[config.mk]
export PLATFORM = sky130hd
export DESIGN_NAME = hour_set_ctrl_flat
export DESIGN_NICKNAME = d
export VERILOG_FILES = /design/src/rtl/hour_set_ctrl_if.sv /design/src/rtl/hour_set_ctrl.sv /design/src/flat_wrapper.sv
export SDC_FILE = /design/constraint.sdc
export NUM_CORES = 1
export LEC_CHECK = 0
export CORE_AREA = 8 8 88 90
export CTS_BUF_LIST = sky130_fd_sc_hd__clkbuf_4 sky130_fd_sc_hd__clkbuf_8
export CTS_CLUSTER_DIAMETER = 60
export CTS_CLUSTER_SIZE = 16
export DETAILED_ROUTE_END_ITERATION = 10
export DIE_AREA = 0 0 96 98
export DONT_BUFFER_PORTS = 1
export PLACE_DENSITY = 0.56
export SYNTH_ARGS = -nofsm -noshare
export SYNTH_HDL_FRONTEND = slang
export SYNTH_SLANG_ARGS = --single-unit
[constraint.sdc]
create_clock -name clk_i -period 4.1 [get_ports clk_i]
set_clock_uncertainty 0.2 [all_clocks]
set_input_delay 0.615 -clock clk_i [delete_from_list [all_inputs] [get_ports clk_i]]
set_output_delay 0.615 -clock clk_i [all_outputs]
set_load 0.005 [all_outputs]
[src/rtl/hour_set_ctrl_if.sv]
// Button inputs and hour-setting outputs of hour_set_ctrl, bundled for port connection.
interface hour_set_ctrl_if;
    logic       btn_mode_i;
    logic       btn_inc_i;
    logic [4:0] ival_o;
    logic       load_o;
    logic       setting_o;
    logic [3:0] segment0_o;
    logic [3:0] segment1_o;

    modport slave (
        input  btn_mode_i, btn_inc_i,
        output ival_o, load_o, setting_o, segment0_o, segment1_o
    );

    modport master (
        output btn_mode_i, btn_inc_i,
        input  ival_o, load_o, setting_o, segment0_o, segment1_o
    );
endinterface

[src/rtl/hour_set_ctrl.sv]
// Two-button hour editor: synchronised, debounced mode/inc buttons drive an
// IDLE/SET/COMMIT machine that edits a 0-23 hour and loads it into a counter.
module hour_set_ctrl #(
    parameter int DEBOUNCE_CYC = 16,
    parameter int TIMEOUT_CYC  = 1024
) (
    input  logic            clk_i,
    input  logic            rstn_i,
    hour_set_ctrl_if.slave  bus
);

    localparam int DBW = $clog2(DEBOUNCE_CYC + 1);
    localparam int TW  = $clog2(TIMEOUT_CYC + 1);
    localparam logic [DBW-1:0] DB_LAST = DBW'(DEBOUNCE_CYC - 1);
    localparam logic [TW-1:0]  TO_LAST = TW'(TIMEOUT_CYC - 1);

    typedef enum logic [1:0] {
        ST_IDLE   = 2'd0,
        ST_SET    = 2'd1,
        ST_COMMIT = 2'd2
    } state_t;

    // Index 0 is the mode button, index 1 the increment button.
    logic [1:0] w_btn_raw;
    logic [1:0] w_evt;
    logic       w_mode_evt;
    logic       w_inc_evt;
    logic [7:0] w_bcd;

    state_t     r_state;
    logic [4:0] r_work;
    logic [4:0] r_committed;
    logic [TW-1:0] r_tcnt;
    logic       r_setting;
    logic       r_load;

    function automatic logic [4:0] hour_inc(input logic [4:0] h);
        logic [4:0] n;
        if (h >= 5'd23) begin
            n = 5'd0;
        end else begin
            n = h + 5'd1;
        end
        return n;
    endfunction

    function automatic logic [7:0] hour_to_bcd(input logic [4:0] h);
        logic [3:0] tens;
        logic [4:0] units;
        if (h >= 5'd20) begin
            tens  = 4'd2;
            units = h - 5'd20;
        end else if (h >= 5'd10) begin
            tens  = 4'd1;
            units = h - 5'd10;
        end else begin
            tens  = 4'd0;
            units = h;
        end
        return {tens, units[3:0]};
    endfunction

    assign w_btn_raw  = {bus.btn_inc_i, bus.btn_mode_i};
    assign w_mode_evt = w_evt[0];
    assign w_inc_evt  = w_evt[1];

    for (genvar g = 0; g < 2; g++) begin : g_btn
        logic           r_sync0;
        logic           r_sync1;
        logic           r_deb;
        logic           r_deb_d;
        logic           r_evt;
        logic [DBW-1:0] r_dbcnt;

        // Synchronise, debounce and turn each rising debounced level into a one-cycle press pulse
        always_ff @(posedge clk_i or negedge rstn_i) begin
            if (!rstn_i) begin
                r_sync0 <= 1'b0;
                r_sync1 <= 1'b0;
                r_deb   <= 1'b0;
                r_deb_d <= 1'b0;
                r_evt   <= 1'b0;
                r_dbcnt <= '0;
            end else begin
                r_sync0 <= w_btn_raw[g];
                r_sync1 <= r_sync0;
                if (r_sync1 != r_deb) begin
                    if (r_dbcnt == DB_LAST) begin
                        r_deb   <= r_sync1;
                        r_dbcnt <= '0;
                    end else begin
                        r_dbcnt <= r_dbcnt + DBW'(1);
                    end
                end else begin
                    r_dbcnt <= '0;
                end
                r_deb_d <= r_deb;
                r_evt   <= r_deb & ~r_deb_d;
            end
        end

        assign w_evt[g] = r_evt;
    end

    // Edit state machine; mode wins over inc, and the timeout restores the committed hour
    always_ff @(posedge clk_i or negedge rstn_i) begin
        if (!rstn_i) begin
            r_state     <= ST_IDLE;
            r_work      <= 5'd0;
            r_committed <= 5'd0;
            r_tcnt      <= '0;
            r_setting   <= 1'b0;
            r_load      <= 1'b0;
        end else begin
            r_load <= 1'b0;
            case (r_state)
                ST_IDLE: begin
                    r_tcnt <= '0;
                    if (w_mode_evt) begin
                        r_state   <= ST_SET;
                        r_work    <= r_committed;
                        r_setting <= 1'b1;
                    end else begin
                        r_setting <= 1'b0;
                    end
                end
                ST_SET: begin
                    if (w_mode_evt) begin
                        r_committed <= r_work;
                        r_state     <= ST_COMMIT;
                        r_setting   <= 1'b0;
                        r_load      <= 1'b1;
                        r_tcnt      <= '0;
                    end else if (w_inc_evt) begin
                        r_work    <= hour_inc(r_work);
                        r_tcnt    <= '0;
                        r_setting <= 1'b1;
                    end else if (r_tcnt == TO_LAST) begin
                        r_state   <= ST_IDLE;
                        r_work    <= r_committed;
                        r_tcnt    <= '0;
                        r_setting <= 1'b0;
                    end else begin
                        r_tcnt    <= r_tcnt + TW'(1);
                        r_setting <= 1'b1;
                    end
                end
                ST_COMMIT: begin
                    r_state   <= ST_IDLE;
                    r_setting <= 1'b0;
                    r_tcnt    <= '0;
                end
                default: begin
                    r_state   <= ST_IDLE;
                    r_work    <= r_committed;
                    r_setting <= 1'b0;
                    r_tcnt    <= '0;
                end
            endcase
        end
    end

    // Display decode of the working hour
    always_comb begin
        w_bcd = 8'd0;
        w_bcd = hour_to_bcd(r_work);
    end

    assign bus.segment0_o = w_bcd[3:0];
    assign bus.segment1_o = w_bcd[7:4];
    assign bus.ival_o     = r_committed;
    assign bus.load_o     = r_load;
    assign bus.setting_o  = r_setting;

endmodule

[src/flat_wrapper.sv]
// flat-port wrapper written by rule: the top's interface ports become plain ports
module hour_set_ctrl_flat 
#(
    parameter int DEBOUNCE_CYC = 16,
    parameter int TIMEOUT_CYC  = 1024
)
  (clk_i, rstn_i, bus_btn_mode_i, bus_btn_inc_i, bus_ival_o, bus_load_o, bus_setting_o, bus_segment0_o, bus_segment1_o);
  hour_set_ctrl_if bus_i ();
  input  logic clk_i;
  input  logic rstn_i;
  input wire logic [$bits(bus_i.btn_mode_i)-1:0] bus_btn_mode_i;
  input wire logic [$bits(bus_i.btn_inc_i)-1:0] bus_btn_inc_i;
  output wire logic [$bits(bus_i.ival_o)-1:0] bus_ival_o;
  output wire logic [$bits(bus_i.load_o)-1:0] bus_load_o;
  output wire logic [$bits(bus_i.setting_o)-1:0] bus_setting_o;
  output wire logic [$bits(bus_i.segment0_o)-1:0] bus_segment0_o;
  output wire logic [$bits(bus_i.segment1_o)-1:0] bus_segment1_o;
  assign bus_i.btn_mode_i = bus_btn_mode_i;
  assign bus_i.btn_inc_i = bus_btn_inc_i;
  assign bus_ival_o = bus_i.ival_o;
  assign bus_load_o = bus_i.load_o;
  assign bus_setting_o = bus_i.setting_o;
  assign bus_segment0_o = bus_i.segment0_o;
  assign bus_segment1_o = bus_i.segment1_o;
  hour_set_ctrl #(.DEBOUNCE_CYC(DEBOUNCE_CYC), .TIMEOUT_CYC(TIMEOUT_CYC)) u_core (.clk_i(clk_i), .rstn_i(rstn_i), .bus(bus_i));
endmodule
==> metrics <==
Area growth syn-to-layout=10.51%; TNS Setup=0 ns; Pleak=1.150 nW; # nets final=203; initial antenna violation count=0; HPWL Detailed=2519 um; Synth Register Bits=45; IO buf count=0; # hold bufs at CTS=2; Post-CTS Setup Bufs=0; final slew viol count=0; YS warnings=0; clock buffer depth=2; TritonCTS clock tree=yes; final hold slack=0.1338 ns; wire per inst=13.42 um; Die Wd=96 um; Fin. Hold Viols=0; CTS buffer count=5; Crit path buffers/inverters=1; Slowest Stage Delay on Critical Path=0.53 ns; Sw Share=0.2326; largest net degree at the start of global routing=46; most common library cells after synthesis=dfrtp_1 (45), nor2_1 (16), xor2_1 (12); dominant synthesized flop cell=dfrtp_1; Initial Util=0.3299; Inst Count DP=259; post-synth top area cell=dfrtp_1; GRT overflow=0; EDFF count, synth=0; GRT Overall Usage=0.08378; post-route insts no fill=269; part of the Yosys area used for sequential elements=0.5257; critical setup path kind=reg -> out; clock power share=0.403; Final min period=2.804 ns; Max Cap Viol=0; worst skew pair latency=0.30 ns; vias after detailed routing=1290; die area=9408 sq um; Yosys cell types=41; Vias/cell=4.796; # rows=30; crit share post-route=0.6839; average size of a mapped cell=11.71 sq um; Gate power share=0.057; Routed Antenna Nets=0; Synth Cell Area=2142 sq um; Clock Tree Root=clkbuf_8; Final Power=0.8624 mW; core area=6494 sq um; sequential share of power=0.541; Worst-path clk slew=0.09 ns; Final setup viols=0; R2R setup slack=2.11 ns; Hold Crit Class=in -> reg; PostCTS Resize Cnt=0; DRC Markers=0; top cells by area, synth=dfrtp_1 (53%), ha_1 (6.4%), xor2_1 (4.9%); H-tree lvl count=2; share of layout cells above drive strength 1=0.1217; drt pass-1 iters=4; I/O pin total=19; post-synth top area share=0.5257; Synth Instances=183; PwrDens=364.3 nW/um^2; Arrival @ worst endpoint=1.99 ns; Worst setup EP type=output pin; status=completed; fillers=649; count leader, synth=dfrtp_1; VDD IR-drop max=205.2 uV; Sw Pwr=0.2006 mW; DRT iter0 DRCs=21; fmax=356.6 MHz; die height=98 um; CP required=3.28 ns; clock sinks=45; first-pass GRT wire length=6203 um; n_diodes=0; Worst path slowest cell=dfrtp_1; crit-path leading delay family=flip-flops; FFs w/ async S/R, synth=1.000; routed wire length=3609 um; Worst setup SP type=flop; RSZ-0062 raised after global routing=false; cell breakdown of the critical path=inv_1 -> ha_1 -> a21oi_1 -> o21ai_0 -> mux2i_1 -> mux2_2; P_int=0.6619 mW; vias in the first global route=1286; GPL Wtd Cong=0.7436; crit path max fanout=9
## worst paths after layout
| kind | startpoint | end | depth (start not counted) |
|---|---|---|---|
| worst max-delay path | u_core.r_work[2]$_DFFE_PN0P_ | bus_segment0_o[2] | 6 |
| worst min-delay path | bus_btn_mode_i | u_core.g_btn[0].r_sync0$_DFF_PN0_ | 0 |
| worst max register to register | u_core.r_work[3]$_DFFE_PN0P_ | u_core.r_work[3]$_DFFE_PN0P_ | 6 |
| worst min register to register | u_core.g_btn[0].r_sync0$_DFF_PN0_ | u_core.g_btn[0].r_sync1$_DFF_PN0_ | 0 |
| max in group asynchronous | rstn_i | u_core.r_tcnt[3]$_DFF_PN0_ | 2 |
| min in group asynchronous | rstn_i | u_core.g_btn[1].r_dbcnt[3]$_DFF_PN0_ | 2 |
## cell type report
type	count	area, sq um	share of cell area
clock buffer	5	68.82	0.02907
clock inverter	3	47.55	0.02008
tap	80	100.1	0.04228
multi-input combinational	127	960.9	0.4059
timing repair buffer	2	37.54	0.01586
sequential	45	1126	0.4757
inverter	7	26.28	0.01110
## kinds of logic (layout without fill, tap and decap cells)
| family | Yosys count | in the layout | synth area share |
|---|---|---|---|
| compound gates | 27 | 27 | 0.09054 |
| fa+ha+maj | 11 | 11 | 0.06425 |
| buf+inv | 12 | 17 | 0.02745 |
| flops | 45 | 45 | 0.5257 |
| simple gates | 57 | 57 | 0.1548 |
| mux | 13 | 13 | 0.06601 |
| xor+xnor | 17 | 17 | 0.06951 |
| other cells | 1 | 2 | 0.001751 |
## per-layer routing
metal / vias to the layer above / GRT usage / share of wire
met5: - / 0 / 0
li1: 634 / - / -
met2: 15 / 0.1248 / 0.44
met4: 0 / 0.02840 / 0.014
met1: 635 / 0.1079 / 0.50
met3: 6 / 0.03070 / 0.045
## registers in the layout (all words and copies together), names as in the netlist
| name | cells |
|---|---|
| u_core.r_tcnt | 11 |
| u_core.g_btn.r_dbcnt | 10 |
| u_core.bus.ival_o | 5 |
| u_core.r_work | 5 |
| u_core.g_btn.r_deb | 2 |
| u_core.g_btn.r_deb_d | 2 |
| u_core.g_btn.r_evt | 2 |
| u_core.g_btn.r_sync0 | 2 |
| u_core.g_btn.r_sync1 | 2 |
| u_core.r_state | 2 |
| u_core.bus.load_o | 1 |
| u_core.bus.setting_o | 1 |
## layout by cell type (no fill, tap or decap), types with 4 or more instances in the layout
cell type  netlist  routed
and2_1           7       7
mux2i_1          4       4
mux2_2           8       8
nor2b_1          5       5
xnor2_1          5       5
a21oi_1          6       6
ha_1            11      11
nand3_1          7       7
o21ai_0          5       5
clkbuf_8         0       5
xor2_1          12      12
nand2_1          8       8
and3_1           4       4
inv_1            7       7
dfrtp_1         45      45
nor2_1          16      16
## through the flow
step / cell area, sq um / utilization / setup WS [ns]
3_3_place_gp: 2213 / 0.3408 / 1.696
2_1_floorplan: 2146 / - / 1.819
5_1_grt: 2367 / 0.3645 / 1.115
4_1_cts: 2367 / 0.3645 / 1.260
6_report: 2367 / 0.3645 / 1.296
3_5_place_dp: 2213 / 0.3408 / 1.617
## power by group through the flow
stage	logic (mW)	clock network (mW)	registers (mW)
floorplan	0.0333	0	0.471
global placement	0.0364	0	0.475
detailed placement	0.0375	0	0.475
CTS	0.0508	0.366	0.466
global route	0.0566	0.385	0.469
finish	0.0488	0.347	0.467
(Power assumes the default switching activity.)
